**src/rtl/uart_rx_cfg.sv**
```systemverilog
// Parametrised UART receiver: 2-flop synchroniser, 3-sample majority vote, false-start
// rejection, parity/frame/break/overrun reporting and a valid/ready output register.
module uart_rx_cfg #(
  parameter int CLOCK_HZ   = 12500000,
  parameter int BAUD       = 9600,
  parameter int OVERSAMPLE = 16,
  parameter int DATA_BITS  = 8,
  parameter int PARITY     = 0,
  parameter int STOP_BITS  = 1
) (
  input  logic                 clock,
  input  logic                 reset_n,
  input  logic                 rx,
  output logic [DATA_BITS-1:0] read_data,
  output logic                 read_valid,
  input  logic                 read_ready,
  output logic                 parity_error,
  output logic                 frame_error,
  output logic                 break_detect,
  output logic                 overrun,
  output logic                 busy
);

  localparam int CPS = CLOCK_HZ / (BAUD * OVERSAMPLE);
  localparam int CW  = (CPS > 1) ? $clog2(CPS) : 1;
  localparam int SW  = $clog2(OVERSAMPLE);
  localparam int BW  = $clog2(DATA_BITS + 1);

  localparam logic [CW-1:0] CLK_MAX   = CW'(CPS - 1);
  localparam logic [SW-1:0] S_A       = SW'(OVERSAMPLE / 2 - 2);
  localparam logic [SW-1:0] S_B       = SW'(OVERSAMPLE / 2 - 1);
  localparam logic [SW-1:0] S_RES     = SW'(OVERSAMPLE / 2);
  localparam logic [SW-1:0] S_END     = SW'(OVERSAMPLE - 1);
  localparam logic [BW-1:0] DATA_LAST = BW'(DATA_BITS - 1);
  localparam logic [BW-1:0] STOP_LAST = BW'(STOP_BITS - 1);
  localparam logic          ODD       = (PARITY == 1);

  typedef enum logic [2:0] {IDLE, START, DATA, PAR, STOP} state_t;

  state_t                 state, state_next;
  logic                   rx_meta, rx_s, line_armed;
  logic [CW-1:0]          clk_cnt;
  logic [SW-1:0]          samp_cnt;
  logic [BW-1:0]          bit_cnt;
  logic                   samp_a, samp_b;
  logic [DATA_BITS-1:0]   shreg;
  logic                   par_err, ferr_acc, seen_one;
  logic                   tick, resolve, bit_end, vote, brk, complete;

  // Sample ticks are numbered from 1 at the first tick of a bit, so samp_cnt is tick-1;
  // the three votes straddle the bit centre.
  assign tick    = (clk_cnt == CLK_MAX);
  assign resolve = tick && (samp_cnt == S_RES);
  assign bit_end = tick && (samp_cnt == S_END);
  assign vote    = (samp_a & samp_b) | (samp_a & rx_s) | (samp_b & rx_s);
  assign brk     = ~seen_one & ~vote;

  always_ff @(posedge clock or negedge reset_n) begin
    if (!reset_n) state <= IDLE;
    else          state <= state_next;
  end

  always_comb begin
    state_next = state;
    case (state)
      IDLE:    if (!rx_s && line_armed) state_next = START;
      START:   if (resolve && vote) state_next = IDLE;
               else if (bit_end)    state_next = DATA;
      DATA:    if (bit_end && bit_cnt == DATA_LAST)
                 state_next = (PARITY != 0) ? PAR : STOP;
      PAR:     if (bit_end) state_next = STOP;
      STOP:    if (resolve && bit_cnt == STOP_LAST) state_next = IDLE;
      default: state_next = IDLE;
    endcase
  end

  always_comb begin
    busy     = (state != IDLE);
    complete = (state == STOP) && resolve && (bit_cnt == STOP_LAST);
  end

  // Control: synchroniser, counters, line arming
  always_ff @(posedge clock or negedge reset_n) begin
    if (!reset_n) begin
      rx_meta    <= 1'b1;
      rx_s       <= 1'b1;
      clk_cnt    <= '0;
      samp_cnt   <= '0;
      bit_cnt    <= '0;
      line_armed <= 1'b1;
    end else begin
      rx_meta <= rx;
      rx_s    <= rx_meta;
      if (state == IDLE) begin
        clk_cnt  <= '0;
        samp_cnt <= '0;
      end else if (tick) begin
        clk_cnt  <= '0;
        samp_cnt <= (samp_cnt == S_END) ? '0 : samp_cnt + 1'b1;
      end else begin
        clk_cnt  <= clk_cnt + 1'b1;
      end
      if (state_next != state) bit_cnt <= '0;
      else if (bit_end)        bit_cnt <= bit_cnt + 1'b1;
      // A framing fault leaves the line low; wait for it to return high before re-arming.
      if (complete && (ferr_acc || !vote)) line_armed <= 1'b0;
      else if (rx_s)                       line_armed <= 1'b1;
    end
  end

  // Datapath: vote samples, shift register, per-frame accumulators
  always_ff @(posedge clock) begin
    if (tick && samp_cnt == S_A) samp_a <= rx_s;
    if (tick && samp_cnt == S_B) samp_b <= rx_s;
    if (state == IDLE) begin
      par_err  <= 1'b0;
      ferr_acc <= 1'b0;
      seen_one <= 1'b0;
    end else if (resolve) begin
      case (state)
        DATA: begin
          shreg    <= {vote, shreg[DATA_BITS-1:1]};
          seen_one <= seen_one | vote;
        end
        PAR: begin
          par_err  <= (^shreg) ^ vote ^ ODD;
          seen_one <= seen_one | vote;
        end
        STOP: begin
          ferr_acc <= ferr_acc | ~vote;
          seen_one <= seen_one | vote;
        end
        default: ;
      endcase
    end
  end

  // Output register: data and flags move together, only on load
  always_ff @(posedge clock or negedge reset_n) begin
    if (!reset_n) begin
      read_data    <= '0;
      read_valid   <= 1'b0;
      parity_error <= 1'b0;
      frame_error  <= 1'b0;
      break_detect <= 1'b0;
      overrun      <= 1'b0;
    end else if (complete) begin
      read_data    <= shreg;
      read_valid   <= 1'b1;
      parity_error <= par_err;
      frame_error  <= ferr_acc | ~vote;
      break_detect <= brk;
      overrun      <= read_valid & ~read_ready;
    end else if (read_valid && read_ready) begin
      read_valid   <= 1'b0;
    end
  end

endmodule

```
**config.mk**
```make
export PLATFORM = sky130hd
export DESIGN_NAME = uart_rx_cfg
export DESIGN_NICKNAME = d
export VERILOG_FILES = /design/src/rtl/uart_rx_cfg.sv
export SDC_FILE = /design/constraint.sdc
export NUM_CORES = 1
export LEC_CHECK = 0
export BUFFER_PORTS_ARGS = -buffer_cell sky130_fd_sc_hd__buf_2
export CELL_PAD_IN_SITES_DETAIL_PLACEMENT = 2
export CELL_PAD_IN_SITES_GLOBAL_PLACEMENT = 2
export CORE_MARGIN = 5
export CORE_UTILIZATION = 43
export DETAILED_ROUTE_END_ITERATION = 7
export PLACE_DENSITY_LB_ADDON = 0.1
export SETUP_SLACK_MARGIN = 0.5
export SYNTH_ARGS = -nofsm -noshare
export SYNTH_HDL_FRONTEND = slang
export SYNTH_SLANG_ARGS = --single-unit
```
**constraint.sdc**
```tcl
create_clock -name clock -period 3.8 [get_ports clock]
set_input_delay 0.19 -clock clock [delete_from_list [all_inputs] [get_ports clock]]
set_output_delay 0.19 -clock clock [all_outputs]
set_load 0.02 [all_outputs]
```
==> summary.md, run 1 <==
| Metric | Value |
|---|---|
| Status | `completed` |
| Top Usage Layer GRT | `met2` |
| Drt drc | `0` |
| Worst-path clk slew | `around 0.09 ns` |
| Crit path max fanout | `14` |
| GPL Wtd Cong | `between 0.7 and 0.8` |
| Required time worst endpoint | `~4 ns` |
| Register area share after synthesis | `a little under three fifths` |
| Pin slew with the least headroom to its limit | `about 0.79 ns` |
| CP endpoint kind | `flip-flop` |
| TritonCTS buffer count | `5` |
| Slew headroom | `between 40% and 50%` |
| CP max stage delay | `around 0.64 ns` |
| IO Pins | `18` |
| Asr flop ratio synth | `between 70% and 80%` |
| Antenna fix cells | `0` |
| CTS Sinks | `47` |
| Chip height | `approximately 80 um` |
| Maximum vdd drop | `~0.00027 V` |
| PwrDens | `between 400 and 500 nW/um2` |
| Worst hold path class | `input port to flip-flop` |
| Fmax | `between 400 and 500 MHz` |
| Design area | `roughly 2500 um2` |
| Vias | `1,484` |
| DRT Wirelength | `4.997 mm` |
| Share of cells above drive strength 1 | `22.33%` |
| Tcrit/Tclk final | `between 60% and 70%` |
| H-tree Lvls | `2` |
| Compound-Gate Fraction of Synth Area | `between 8 and 9%` |
| Synth Cell Area | `~2200 um2` |
| Primary FF master, synth | `dfrtp_1` |
| Gr usage total | `around 17%` |
| Dpl hpwl | `approximately 3.6 mm` |
| Setup_tns | `0 ns` |
| Vias per cell | `between 5 and 6` |
| Vias in the first global route | `~1,700` |
| GRT met1 Usage | `approximately 19%` |
| Grt ovf | `0` |
| Post-Route Skew | `roughly 0.0095 ns` |
| Die ar. | `about 6700 um2` |
| Worst path cell trace | `inv_1 > ha_1 > or3b_2 > nor4_1 > and3_1 > mux2_2` |
| Largest net degree at the start of global routing | `35` |
| Clock root cell | `clkbuf_8` |
| Layout area overhead | `12.20%` |
| Setup bufs post-CTS | `0` |
| CP arrival | `between 2 and 3 ns` |
| First-pass GRT wire length | `between 8 and 9 mm` |
| Max-cap violations | `0` |
| DR iter-0 viols | `43` |
| Initial core utilization | `~44%` |
| Die Wd | `a little over 80 um` |
| Syn avg cell area | `between 10 and 15 um2` |
| EDFF count, synth | `10` |
| RSZ-0062 raised after global routing | `false` |
| Initial DRT Pass Iterations | `4` |
| Synth Area in Adders | `roughly 4.0%` |
| Longest Clk Path Bufs | `2` |
| Synth Area in Simple Gates | `between 10% and 20%` |
| Crit Path Class | `flip-flop to flip-flop` |
| Slowest cell on the critical path | `and3_1` |
| Flops & latches, synth | `47` |
| Synth Area in XOR/XNOR | `under 10%` |
| Syn_nets | `~200` |
| GR Util met2 | `31.68%` |
| Post-route antenna net violation count | `0` |
| Fin Hold WS | `between 0.2 and 0.3 ns` |
| Initial antenna violation count | `0` |
| Crit start category | `flip-flop` |
| Clock latency on the worst-skew pair | `about 0.30 ns` |
| Detailed-route wire length per cell | `~18 um` |
| Syn Inst Count | `~190` |
| Yosys warnings | `0` |
| Lkg Pwr | `about 1.1 nW` |
| Main combinational cell family by area after synthesis | `simple AND/OR/NAND/NOR gates` |
| Final Setup Violations | `0` |
| Mux cell area share after synthesis | `around 6.6%` |
| Met3 Resource Use GR | `about 4%` |
| TritonCTS clock tree | `built` |
| Post-synth cell types | `47` |
| Final hold vios | `0` |
| Minimum clock period | `approximately 2.5 ns` |
| Final-report max-slew violation count | `0` |
| Core area | `5042 um2` |
| IO Port Bufs | `17` |
| Final nets | `between 200 and 250` |
| Row count | `26` |
| Cell Area, Placed | `2336 um2` |
-- state kept, by name, summed over array words and instances, names as in the netlist, 3 cells and up --
name and flops:
read_data 8, samp_cnt 4, bit_cnt 4, clk_cnt 7
shreg 8, state 3
-- final timing paths --
path,startpoint,end,slack (ns),depth (start not counted)
worst max-delay path,bit_cnt[0],read_data[1],1.31,6
worst min-delay path,read_ready,read_valid,0.29,3
worst max register to register,bit_cnt[0],read_data[1],1.31,6
worst min register to register,rx_meta,rx_s,0.37,0
max in group asynchronous,reset_n,read_data[5],2.78,2
min in group asynchronous,reset_n,state[1],0.52,2
-- cells by family (layout without fill, tap and decap cells) --
group,count (synthesis),in the layout
xor gates and xnor gates,16,16
buffers and inverters,16,37
DFF,47,47
muxes,13,13
AOI/OAI and AO/OA,26,26
and+or+nand+nor,60,60
adders and majority gates,7,7
-- cells in the mapped netlist, types with 3 or more instances --
master,n,share of area [%]
nor3b_1,3,1.0
nand2_1,7,1.2
ha_1,7,4.0
o21ai_0,7,1.6
a21oi_1,6,1.4
nand3b_1,3,1.0
inv_1,10,1.7
dfrtp_1,31,35
mux2_2,12,6.1
nor2_1,15,2.6
and3_1,5,1.4
a221oi_1,3,1.2
xnor2_1,11,4.4
nand3_1,7,1.6
xor2_1,4,1.6
clkbuf_1,3,0.51
dfxtp_1,3,2.7
dfstp_2,3,3.6
edfxtp_1,10,14
-- placed cells by master (no fill, tap or decap), drive strengths merged, types with 2 or more instances in the layout --
master	count
and3b	2
mux2	12
nor2	16
xnor2	11
ha	7
clkbuf	6
nor2b	2
or3	2
nand2	7
dlygate4sd3	2
nand4	2
o21ai	7
inv	10
xor2	4
nand3	7
or2	2
nor3	2
edfxtp	10
nor3b	3
buf	17
a21oi	6
a31oi	2
dfstp	3
a221oi	3
dfxtp	3
nand3b	3
and3	5
dfrtp	31
-- final cells by class --
cell class | instances | area, um2
well taps | 70 | 87.58
clock inverters | 2 | 35.03
repair buffers | 19 | 105.1
flip-flops and latches | 47 | 1215
clock buffers | 6 | 82.58
multi-input cells | 122 | 910.9
inverters | 10 | 37.54
fillers | 500 | 2569
-- per-layer routing --
metal,up-vias,wire length (um)
met5,-,0
met4,0,48
li1,694,-
met2,26,2769
met1,758,2023
met3,6,157
-- power breakdown --
part | total, mW | switching [mW] | leakage (nW) | internal [mW]
Clock | 0.378 | 0.165 | 0.0612 | 0.213
Combinational | 0.128 | 0.0782 | 0.507 | 0.0501
Sequential | 0.577 | 0.0366 | 0.569 | 0.541
Total | 1.08 | 0.280 | 1.14 | 0.804
-- critical path, delay by kind of cell (launching register included) --
kind | cells | cell delay (ns)
adder cells (fa/ha/maj) | 1 | 0.14
buffers and inverters | 1 | 0.11
multiplexers | 1 | 0.42
AND/OR/NAND/NOR | 3 | 1.30
flip-flops | 1 | 0.41
-- metrics by stage --
stage	worst slack, ns	total power [mW]	util [%]	std cells
floorplan	1.742	0.6683	-	185
global placement	1.454	0.7038	46.33	266
detailed placement	1.277	0.7175	46.33	266
CTS	1.293	1.103	49.06	276
global route	1.153	1.142	49.06	276
finish	1.306	1.084	49.06	276
-- what timing repair did --
item | in CTS | in global routing
hold endpoints to repair | 26 | 0
hold buffers | 2 | 0
gates resized for setup | 0 | 0
(Power assumes the default switching activity.)
==> inputs of run 2 (changes only) <==
CORE_UTILIZATION = 36   (was 43)
clock period = 2.1 ns   (was 3.8 ns; I/O delays follow)
==> summary.md, run 2 (same netlist as run 1, synthesis figures left out) <==
| Metric | Value |
|---|---|
| Status | `completed` |
| Dpl hpwl | `~3.8 mm` |
| Fin Hold WS | `~0.19 ns` |
| Antenna fix cells | `0` |
| CP arrival | `between 2 and 2.5 ns` |
| Hold Crit Depth | `3` |
| Gate power share | `between 20% and 30%` |
| RSZ-0062 raised after global routing | `true` |
| Vias | `approximately 1,700` |
| Design area | `between 3000 and 4000 um2` |
| PwrDens | `703.7 nW/um2` |
| Die ar. | `a little under 8000 um2` |
| Die Wd | `between 80 and 90 um` |
| Largest net degree at the start of global routing | `35` |
| Initial DRT Pass Iterations | `4` |
| TritonCTS clock tree | `built` |
| H-tree Lvls | `2` |
| Total power draw | `2.163 mW` |
| Final Setup Violations | `0` |
| Sw Ratio | `28.89%` |
| DR iter-0 viols | `about 70` |
| Worst-path clk slew | `roughly 0.1 ns` |
| DRT Wirelength | `6.800 mm` |
| Final nets | `260` |
| Worst hold path class | `input port to flip-flop` |
| IO Pins | `18` |
| Lkg Pwr | `about 1.4 nW` |
| R2r setup slk | `roughly 0.021 ns` |
| Post-Route Skew | `0.01263 ns` |
| Hold Path Origin | `read_ready` |
| IO Port Bufs | `17` |
| Initial antenna violation count | `0` |
| CP endpoint kind | `flip-flop` |
| Vias in the first global route | `1,790` |
| Gr usage total | `15.97%` |
| TritonCTS buffer count | `5` |
| Longest Clk Path Bufs | `2` |
| Row count | `28` |
| Detailed-route wire length per cell | `around 21 um` |
| Fmax | `between 400 and 500 MHz` |
| Post-route antenna net violation count | `0` |
| Seq pwr share | `between 40% and 50%` |
| Vias per cell | `~5.2` |
| Sw power | `between 0.6 and 0.7 mW` |
| Leading cell types in the layout, fill and taps excluded | `35 x buf_4, 27 x dfrtp_1, 17 x buf_2` |
| Drt drc | `0` |
| Clock root cell | `clkbuf_8` |
| Fin util | `51.90%` |
| Max-cap violations | `0` |
| RR Endpoint | `shreg[3]` |
| Tcrit/Tclk final | `98.98%` |
| Core area | `approximately 6000 um2` |
| Share of cells above drive strength 1 | `49.60%` |
| Maximum vdd drop | `around 0.00048 V` |
| Reg2reg start | `clk_cnt[0]` |
| Crit path max fanout | `8` |
| FF-to-FF path depth | `6` |
| Crit start category | `flip-flop` |
| Top flop regs | `read_data x8, shreg x8, clk_cnt x7` |
| Cell Area, Placed | `2447 um2` |
| First-pass GRT wire length | `9.294 mm` |
| Crit Path Class | `flip-flop to flip-flop` |
| Setup_tns | `0 ns` |
| Chip height | `roughly 88 um` |
| Grt ovf | `0` |
| Required time worst endpoint | `~2.1 ns` |
| Pin slew with the least headroom to its limit | `roughly 0.82 ns` |
| Hold Path Sink | `read_valid` |
| Final-report max-slew violation count | `0` |
| Slew headroom | `around 46%` |
| Final hold vios | `0` |
| Commonest non-fill, non-tap cell in the layout | `buf_4` |
| Fill count | `around 570` |
| Clock latency on the worst-skew pair | `0.30 ns` |
| Layout area overhead | `39.39%` |
| Minimum clock period | `a little over 2 ns` |
| Initial core utilization | `37.24%` |
| Clk pwr share | `31.5%` |
| Int Pwr | `around 1.5 mW` |
| GPL Wtd Cong | `0.8035` |
| CTS Sinks | `47` |
## run 2: metal layers
metal	wire length, um	track usage (%)	vias up	share of wire [%]
met2	3710	29.50	26	55
met1	2822	18.54	862	42
met5	0	0	-	0
met4	72	4.533	0	1.1
li1	-	-	781	-
met3	195	3.445	5	2.9
## run 2: worst max-delay path by stage
stage,startpoint,to,cells after the start
3_3_place_gp,bit_cnt[0],overrun,7
3_5_place_dp,bit_cnt[0],read_data[6],7
6_report,clk_cnt[0],shreg[3],6
2_1_floorplan,bit_cnt[0],break_detect,8
4_1_cts,bit_cnt[0],read_data[6],7
5_1_grt,clk_cnt[0],shreg[3],6
## run 2: metrics by stage
stage	cells	worst slack [ns]
floorplan	185	0.1766
global placement	280	0.1465
detailed placement	280	0.07080
CTS	307	0.1085
global route	325	-0.01776
finish	325	0.02141
## run 2: repair_timing
item                                    CTS  global route
pin swaps                                 8            13
hold buffers                              2             0
endpoints found under the hold margin    32             0
gates cloned                              0             0
endpoints found under the setup margin   44            46
setup buffers                            17            18
gates resized for setup                  31            22
## run 2: final cells by class
cell class | count | area, um2 | area share, %
flip-flops and latches | 47 | 1220 | 39.70
multi-input cells | 122 | 1131 | 36.81
inverters | 10 | 37.54 | 1.221
well taps | 75 | 93.84 | 3.054
clock inverters | 3 | 43.79 | 1.425
repair buffers | 63 | 478.0 | 15.55
clock buffers | 5 | 68.82 | 2.239
## run 2: power groups by stage
stage	sequential (mW)	clock, mW	combinational, mW
6_report	1.02	0.681	0.465
5_1_grt	1.02	0.762	0.498
3_5_place_dp	1.04	0	0.298
3_3_place_gp	1.04	0	0.286
2_1_floorplan	1.04	0	0.177
4_1_cts	1.01	0.690	0.380
## run 2: worst max-delay path, cell delays in order (launching register included)
cell and delay (ns):
dfrtp_1 0.40, inv_1 0.07, ha_2 0.17, nand4b_1 0.20, buf_4 0.20, nor3_1 0.40, and3_4 0.33
==> inputs of run 3 (changes only) <==
CORE_UTILIZATION = 40   (was 36)
HOLD_SLACK_MARGIN = 0.02   (was default)
clock period = 1.97 ns   (was 2.1 ns; I/O delays follow)
==> summary.md, run 3 (same netlist as run 1, synthesis figures left out) <==
| Metric | Value |
|---|---|
| Fill count | `504` |
| RSZ-0062 raised after global routing | `true` |
| Maximum vdd drop | `approximately 0.00057 V` |
| Drt drc | `0` |
| Top flop regs | `read_data x8, shreg x8, clk_cnt x7` |
| Row count | `27` |
| First-pass GRT wire length | `a little over 10 mm` |
| GPL Wtd Cong | `between 0.8 and 0.9` |
| Fin worst setup slack | `-0.2606 ns` |
| IO Pins | `18` |
| IO Port Bufs | `17` |
| Hold Path Sink | `overrun` |
| Final-report max-slew violation count | `0` |
| Crit path max fanout | `3` |
| Post-route antenna net violation count | `0` |
| RR Endpoint | `bit_cnt[3]` |
| Dpl hpwl | `3.942 mm` |
| Initial core utilization | `between 40% and 50%` |
| Leading cell types in the layout, fill and taps excluded | `31 x buf_4, 28 x dfrtp_1, 16 x buf_2` |
| Hold Crit Depth | `3` |
| CTS Sinks | `47` |
| Share of cells above drive strength 1 | `between 50% and 60%` |
| Chip height | `between 80 and 90 um` |
| Final Setup Violations | `28` |
| Worst hold path class | `input port to flip-flop` |
| Cell mode on critical path | `buf_4` |
| CP endpoint kind | `flip-flop` |
| Vias in the first global route | `~1,800` |
| Grt ovf | `0` |
| Pin slew with the least headroom to its limit | `0.8296 ns` |
| Worst path cell trace | `inv_2 > ha_4 > buf_4 > buf_4 > and4b_2 > nand4_4 > or3_1 > a222oi_1` |
| FF-to-FF path depth | `8` |
| Longest Clk Path Bufs | `2` |
| Lkg Pwr | `~1.4 nW` |
| Slew headroom | `44.70%` |
| Crit Path Class | `flip-flop to flip-flop` |
| Antenna fix cells | `0` |
| TritonCTS buffer count | `5` |
| Gr usage total | `18.88%` |
| Fin util | `around three fifths` |
| Detailed-route wire length per cell | `around 25 um` |
| Die Wd | `~84 um` |
| TritonCTS clock tree | `built` |
| Slowest cell on the critical path | `a222oi_1` |
| Clock root cell | `clkbuf_8` |
| Setup_tns | `-2.166 ns` |
| Minimum clock period | `2.231 ns` |
| CP arrival | `approximately 2.4 ns` |
| Vias per cell | `roughly 5.4` |
| Failing checks | `setup timing` |
| Largest net degree at the start of global routing | `35` |
| Max-cap violations | `0` |
| Layout area overhead | `45.29%` |
| Final nets | `262` |
| Final hold vios | `0` |
| CP max stage delay | `approximately 0.43 ns` |
| Hold Path Origin | `read_ready` |
| H-tree Lvls | `2` |
| Reg2reg start | `clk_cnt[0]` |
| Post-Route Skew | `about 0.0087 ns` |
| Fmax | `about 450 MHz` |
| Die ar. | `between 7000 and 8000 um2` |
| Tcrit/Tclk final | `113.2%` |
| Initial antenna violation count | `0` |
| Commonest non-fill, non-tap cell in the layout | `buf_4` |
| Status | `finished with violations` |
| R2r setup slk | `-0.26 ns` |
| Crit start category | `flip-flop` |
| Core area | `about 5400 um2` |
| Clock latency on the worst-skew pair | `roughly 0.33 ns` |
| PwrDens | `786.0 nW/um2` |
| DRT Wirelength | `8.063 mm` |
| Vias | `roughly 1,700` |
| DR iter-0 viols | `slightly above 90` |
| Worst-path clk slew | `about 0.10 ns` |
| Required time worst endpoint | `2.15 ns` |
| Initial DRT Pass Iterations | `4` |
## run 3: cell count changes in the layout (fill, tap and decap cells not counted), sizes merged
cell      previous run  this run
clkinvlp             0         1
inv                 10        11
clkinv               2         0
buf                 61        63
## run 3: final cells by class
type                       instances  area, um2  share of cell area (%)
clock buffer                       5      68.82                   2.148
clock inverter                     3      46.29                   1.445
inverter                          10      40.04                   1.250
multi-input combinational        122       1196                   37.34
sequential                        47       1219                   38.05
tap                               72      90.09                   2.813
timing repair buffer              65      543.0                   16.95
## run 3: how the worst max path moves through the flow
stage | cells after the start | slack (ns) | to | start
finish | 8 | -0.26 | bit_cnt[3] | clk_cnt[0]
CTS | 7 | -0.05 | read_data[0] | clk_cnt[0]
floorplan | 8 | 0.05 | break_detect | bit_cnt[0]
detailed placement | 7 | -0.07 | read_data[0] | clk_cnt[1]
global route | 10 | -0.29 | bit_cnt[3] | clk_cnt[1]
global placement | 7 | 0.04 | read_data[1] | bit_cnt[0]
## run 3: metal layers
metal | track usage (%) | up-vias | part of all wire [%]
li1 | - | 786 | -
met1 | 21.76 | 899 | 40
met2 | 34.65 | 30 | 55
met3 | 3.337 | 19 | 2.7
met4 | 7.018 | 0 | 2.8
met5 | 0 | - | 0
## run 3: what timing repair did
action	in CTS	in global routing
resized for setup	46	23
hold buffers	2	0
setup buffers	11	21
pin swaps	21	10
endpoints found under the hold margin	32	0
endpoints found under the setup margin	46	46
## run 3: report_power, final
part	internal [mW]	total [mW]	switching, mW
Clock	0.383	0.767	0.384
Combinational	0.313	0.657	0.344
Sequential	1.04	1.09	0.0496
Total	1.74	2.52	0.778
## run 3: stage by stage
stage / area, um2 / std cells / hold slack, ns / worst slack [ns] / total power [mW]
2_1_floorplan: 2270 / 185 / -0.1971 / 0.04656 / 1.303
3_3_place_gp: 2514 / 282 / 0.2066 / 0.03632 / 1.434
3_5_place_dp: 2514 / 282 / 0.2062 / -0.06573 / 1.460
4_1_cts: 2915 / 303 / 0.1570 / -0.04648 / 2.377
5_1_grt: 3203 / 324 / 0.2103 / -0.2856 / 2.645
6_report: 3203 / 324 / 0.1981 / -0.2606 / 2.518
## run 3: critical path, delay by kind of cell, from the launching register on
kind	cells	cell delay, ns
AOI/OAI and AO/OA	1	0.43
adders and majority gates	1	0.14
buffers and inverters	3	0.25
DFF	1	0.40
and+or+nand+nor	3	0.84
